[src/rtl/tower_sum_accumulator.sv]
// tower_sum_accumulator
//
// Folds a stream of GF(2^8) tower-field products into one sum by XOR
// (field addition). A burst ends on a beat marked in_last, or is forced
// closed once MAX_TERMS terms have been folded. The closed sum is then
// presented on the output handshake. While the sum is held, a new burst
// may begin in the same cycle the sum is taken, so bursts run
// back-to-back without a bubble.
//
// Parameters
//   MAX_TERMS  maximum terms per sum before forced closure (1..2^CNT_W-1)
//   CNT_W      width of the term counter
//
// Ports
//   clk        single clock, rising edge
//   rst_n      asynchronous active-low reset
//   in_valid   product beat present
//   in_ready   beat accepted this cycle when in_valid is also high
//   in_data    8-bit tower product
//   in_last    beat is the final term of the current sum
//   out_valid  sum available
//   out_ready  downstream takes the sum
//   out_data   XOR sum of the burst
//   out_ovf    burst was closed by MAX_TERMS rather than by in_last
//   out_cnt    number of terms in the sum (only with TERM_COUNT_EN)
//
// Configuration
//   TERM_COUNT_EN  when defined, exposes the term counter on out_cnt.
//                  The counter exists either way, since it enforces
//                  MAX_TERMS and drives out_ovf.

module tower_sum_accumulator #(
    parameter int MAX_TERMS = 256,
    parameter int CNT_W     = 9
) (
    input  logic             clk,
    input  logic             rst_n,
    input  logic             in_valid,
    output logic             in_ready,
    input  logic [7:0]       in_data,
    input  logic             in_last,
    output logic             out_valid,
    input  logic             out_ready,
    output logic [7:0]       out_data,
`ifdef TERM_COUNT_EN
    output logic             out_ovf,
    output logic [CNT_W-1:0] out_cnt
`else
    output logic             out_ovf
`endif
);

    typedef enum logic [1:0] {
        IDLE  = 2'd0,
        ACCUM = 2'd1,
        HOLD  = 2'd2
    } state_t;

    localparam logic [CNT_W-1:0] MAX_CNT = CNT_W'(MAX_TERMS);

    state_t           state;
    logic [7:0]       acc;
    logic [CNT_W-1:0] cnt;
    logic             ovf;

    logic             accept;
    logic             start_new;
    logic [7:0]       next_acc;
    logic [CNT_W-1:0] next_cnt;
    logic             close_burst;

    // While a sum is held, the input may only move when the sum is being
    // taken this cycle; that is what lets a new burst start without a gap.
    always_comb begin
        in_ready = 1'b1;
        if (state == HOLD) begin
            in_ready = out_ready;
        end
    end

    // An accepted beat in IDLE or HOLD opens a fresh sum; in ACCUM it is
    // folded into the running sum. Closure happens either on in_last or
    // when the new count reaches MAX_TERMS.
    always_comb begin
        accept      = in_valid & in_ready;
        start_new   = (state != ACCUM);
        next_acc    = in_data;
        next_cnt    = CNT_W'(1);
        if (!start_new) begin
            next_acc = acc ^ in_data;
            next_cnt = cnt + CNT_W'(1);
        end
        close_burst = in_last | (next_cnt == MAX_CNT);
    end

    // Single state register plus the sum, count and overflow flag. The
    // overflow flag is only rewritten when a burst closes, so it stays
    // stable for the whole time the sum is held.
    always_ff @(posedge clk or negedge rst_n) begin
        if (!rst_n) begin
            state <= IDLE;
            acc   <= 8'h00;
            cnt   <= '0;
            ovf   <= 1'b0;
        end else if (accept) begin
            acc <= next_acc;
            cnt <= next_cnt;
            if (close_burst) begin
                state <= HOLD;
                ovf   <= ~in_last;
            end else begin
                state <= ACCUM;
            end
        end else if ((state == HOLD) && out_ready) begin
            state <= IDLE;
        end
    end

    // Outputs come straight from registers; out_data is only meaningful
    // while out_valid is high.
    assign out_valid = (state == HOLD);
    assign out_data  = acc;
    assign out_ovf   = ovf;
`ifdef TERM_COUNT_EN
    assign out_cnt   = cnt;
`endif

endmodule

[config.mk]
export PLATFORM = sky130hd
export DESIGN_NAME = tower_sum_accumulator
export DESIGN_NICKNAME = d
export VERILOG_FILES = /design/src/rtl/tower_sum_accumulator.sv
export SDC_FILE = /design/constraint.sdc
export NUM_CORES = 1
export LEC_CHECK = 0
export ABC_AREA = 0
export CELL_PAD_IN_SITES_DETAIL_PLACEMENT = 0
export CELL_PAD_IN_SITES_GLOBAL_PLACEMENT = 1
export CORE_UTILIZATION = 40
export CTS_CLUSTER_SIZE = 30
export DETAILED_ROUTE_END_ITERATION = 16
export HOLD_SLACK_MARGIN = 0.03
export PLACE_DENSITY = 0.86
export SLEW_MARGIN = 10
export SYNTH_ARGS = -nofsm -noshare
export SYNTH_HDL_FRONTEND = slang
export SYNTH_SLANG_ARGS = --single-unit
export TNS_END_PERCENT = 100
[constraint.sdc]
create_clock -name clk -period 4.2 [get_ports clk]
set_input_delay 0.84 -clock clk [delete_from_list [all_inputs] [get_ports clk]]
set_output_delay 0.84 -clock clk [all_outputs]
set_load 0.05 [all_outputs]
Word-level counts from Yosys, hierarchy flattened
Index checks and enable logic that the tools add are counted.

operators by class
  $add $sub $neg = 1
  bitwise operators = 4
  mux-type cells = 6
  reductions and logical operators = 3
  equality and inequality tests = 3

operators by type and width
  cell                                                                     number
  9-bit by 1-bit adder with 9-bit output, second input constant            1
  9-bit == test, second input constant                                     1
  9-bit 2-to-1 mux                                                         1
  8-bit 2-to-1 mux                                                         1
  8-bit bitwise XOR                                                        1
  2-bit 2-to-1 mux                                                         3
  2-bit == test, second input constant                                     1
  2-bit by 1-bit inequality test with 1-bit output, second input constant  1
  2-bit AND reduction                                                      1
  2-bit nonzero test                                                       1
  1-bit bitwise AND                                                        1
  1-bit logical AND                                                        1
  1-bit 2-to-1 mux                                                         1
  1-bit NOT                                                                1
  1-bit bitwise OR                                                         1

word-level totals
  word-level logic and storage cells = 21
  bits of input ports = 13
  register bits = 20
  output and inout bits = 11

Depth between registers and ports, before layout
  word-level depth = 6
  depth in mapped cells = 7
  gate-level depth less buffers = 6

Worst setup path after synthesis
No wires, ideal clock.

  path type = input-to-output
  start = in out_ready
  end = out in_ready
  path buffers = 0
  stages = 2
  required time = 3.360 ns
  data arrival time = 1.406 ns
  path slack = 1.954 ns
  cells stage by stage = nor3b_1 -> inv_1

between the ends
  cells in the longest elaborated chain, start to end = 1

RTL lines
  element             line  source
  start: declaration  43    input logic out_ready,
  1-bit 2-to-1 mux    76    if (state == HOLD) begin
  end: declaration    39    output logic in_ready,

No other way between the ends.

Final worst setup path
Ends and elaborated chain as after synthesis.

==> flow_metrics.tcl <==
set metrics [dict create \
    dr.first_iter.drc_count 25 \
    initial_core_util_pct 44.2 \
    floorplan.die.height_um 55.3 \
    final-hold-violation-count 0 \
    critPathRequiredTime_ns 3.36 \
    slew_violations 0 \
    critical_path_class "input port to primary output" \
    start_kind "input port" \
    syn2layout_area_growth_pct 24.3 \
    max_stage_delay_ns 0.71 \
    vias 991 \
    syn_avg_cell_area_um2 9.46 \
    yosysUniqueCellTypes 34 \
    cts_buffers 3 \
    grt_busiest_layer "met2" \
    layout_setup_ws_ns 0.906 \
    met3_usage_pct 4.68 \
    post-cts-setup-buffer-count 0 \
    fin_nets 157 \
    cts_tree "yes" \
    fillCellCount 263 \
    critPathTopFamily "buffers and inverters" \
    power_density_nw_per_um2 374 \
    crit_arrival_ns 2.45 \
    grt-ovfl-total 0 \
    coreArea_um2 2570 \
    synth_edf_count 0 \
    antenna_left 0 \
    layout-drive-gt1-share_pct 8.45 \
    critical_path.cell_chain "clkdlybuf4s50_1, nor3b_1, inv_1, clkdlybuf4s50_1" \
    dp_hpwl_mm 1.86 \
    io_pins 24 \
    port_buffers 23 \
    rows 18 \
    slowest_stage "clkdlybuf4s50_1" \
    crit_buf_inv 3 \
    wl_per_cell_um 14.9 \
    pre_cts_ws_ns 0.927 \
    met2_usage_pct 31.3 \
    firstDrtPassIters 4 \
    setup-tns-final_ns 0 \
    synth_top_area_share_pct 44.1 \
    mappedNetlistArea_um2 1130 \
    via_per_inst 5.76 \
    grt_usage_pct 18.1 \
    yosysWarnings 0 \
    cts_resized 0 \
    synth_most_common_cell "dfrtp_1" \
    grt_pass1_wl_mm 4.40 \
    ff_latch_area_um2 500 \
    path_clk_slew_ns 0.11 \
    synthFlopType "dfrtp_1" \
    fp.dieArea_um2 3050 \
    hold_class "flop to flop" \
    setup_viol_count_final 0 \
    grt_setup_unrepaired "no" \
    yosys-top-cells-area "dfrtp_1, a311oi_1, a21oi_1" \
    period_share_pct 78.4 \
    clock_latency_ns 0.30 \
    crit_fanout 3 \
    ys_seq_area_share_pct 44.1 \
    use_met1_pct 21.0 \
    finalCoreUtilization_pct 54.9 \
    clockRootBuffer "clkbuf_4" \
    multi_input_area_um2 591 \
    cap_violations 0 \
    synth_common_cells "dfrtp_1, nor2_1, a21oi_1, nand2_1, o21ai_0" \
    maxSlewHeadroom_pct 40.6 \
    synth_top_cell_by_area "dfrtp_1" \
    grt_pass1_vias 971 \
    routed_wl_mm 2.56 \
    fmax_mhz 304 \
    cts_sinks 20 \
    drc_errors 0 \
    leakage_uw 0.000550 \
    vdd_ir_drop_max_uv 246 \
    outcome "completed" \
    fin_crit_ns 3.29 \
    die_w_um 55.3 \
    worstMarginPinSlew_ns 0.888 \
    antenna_found_initial 0 \
    whs_ns 0.528 \
    end_kind "primary output" \
    crit_path_frequent_cell "clkdlybuf4s50_1" \
    ys_ff_latch 20 \
    postSynthCellCount 120 \
    place_congestion 0.825 \
    grt_max_degree 21 \
    insertedDiodeCount 0 \
    ctsLongestPathBuffers 2 \
    htree_levels 1 \
    async_reset_ff_share_pct 100 \
    reg2reg_slack_ns 2.22 \
    syn-num-nets 134 \
    clock_skew_ns 0.00398 \
    ctsHoldBuffers 0 \
]
-- per-layer routing --
layer / part of all wire, % / wire length, um / vias up
met4: 1.4 / 36 / 0
met1: 47 / 1200 / 482
met2: 49 / 1260 / 21
li1: - / - / 484
met3: 2.7 / 69 / 4
met5: 0 / 0 / -
-- state kept, by name, summed over array words and instances (netlist names) --
signal,cells
out_data,8
cnt,9
out_ovf,1
state,2
-- worst reg2reg max path: cells and delay by family (launching register included) --
| family | cells | cell delay [ns] |
|---|---|---|
| and+or+nand+nor | 3 | 0.77 |
| adders and majority gates | 1 | 0.39 |
| xor gates and xnor gates | 1 | 0.11 |
| AOI/OAI and AO/OA | 1 | 0.16 |
| DFF | 1 | 0.49 |
-- stage by stage --
step	area (um^2)	total power [uW]	instances
floorplan	1130	356	120
detailed placement	1370	420	168
global route	1410	557	172
finish	1410	528	172
CTS	1410	533	172
global placement	1370	414	168
-- where the power goes --
part | switching (uW) | internal (uW) | leakage (uW)
Sequential | 24.8 | 213 | 0.000256
Clock | 60.2 | 52.9 | 0.0000210
Combinational | 109 | 67.8 | 0.000273
Total | 194 | 334 | 0.000550
-- area by class of cell --
type	instances	share of cell area, %
Tap cell	30	2.66
Sequential cell	20	35.5
Clock buffer	4	2.57
Multi-Input combinational cell	92	41.9
Inverter	2	0.532
Timing Repair Buffer	24	16.9
-- cells by family (layout without fill, tap and decap cells) --
kind of cell / after synthesis / in the layout / synth area share, %
fa+ha+maj: 1 / 1 / 1.10
mux: 2 / 2 / 1.76
flops: 20 / 20 / 44.1
simple gates: 48 / 48 / 23.6
buf+inv: 8 / 30 / 3.86
compound gates: 38 / 38 / 23.3
xor+xnor: 3 / 3 / 2.32
-- worst paths after layout --
path	end	start	cells past startpoint
worst min register to register	out_data[4]	out_data[4]	1
worst min-delay path	out_data[4]	out_data[4]	1
max in group asynchronous	cnt[1]	rst_n	1
worst max register to register	out_ovf	cnt[0]	6
min in group asynchronous	cnt[6]	rst_n	1
worst max-delay path	in_ready	out_ready	4
-- placed cells by master (no fill, tap or decap) --
cell type / instances
o21ai_0: 9
and2_4: 1
o2bb2ai_1: 1
ha_1: 1
buf_4: 1
a311oi_1: 7
inv_1: 2
nand3_2: 1
nand4b_4: 1
a221oi_2: 1
a31oi_1: 1
a211o_1: 1
nor3_1: 2
nor2_1: 13
a221o_1: 1
mux2i_1: 2
a22o_1: 1
and2b_2: 1
nor4_2: 1
o31ai_1: 1
clkdlybuf4s50_1: 23
and3_1: 2
nand4_1: 1
clkbuf_4: 3
xnor2_1: 3
nor3b_1: 2
nand2_1: 11
nor2b_1: 4
nand3_1: 6
or2b_1: 2
a2bb2oi_2: 1
a21oi_1: 12
dfrtp_1: 20
a32o_1: 1
o21a_1: 1
clkbuf_8: 1
No activity file was read; power rests on OpenSTA's default activity.
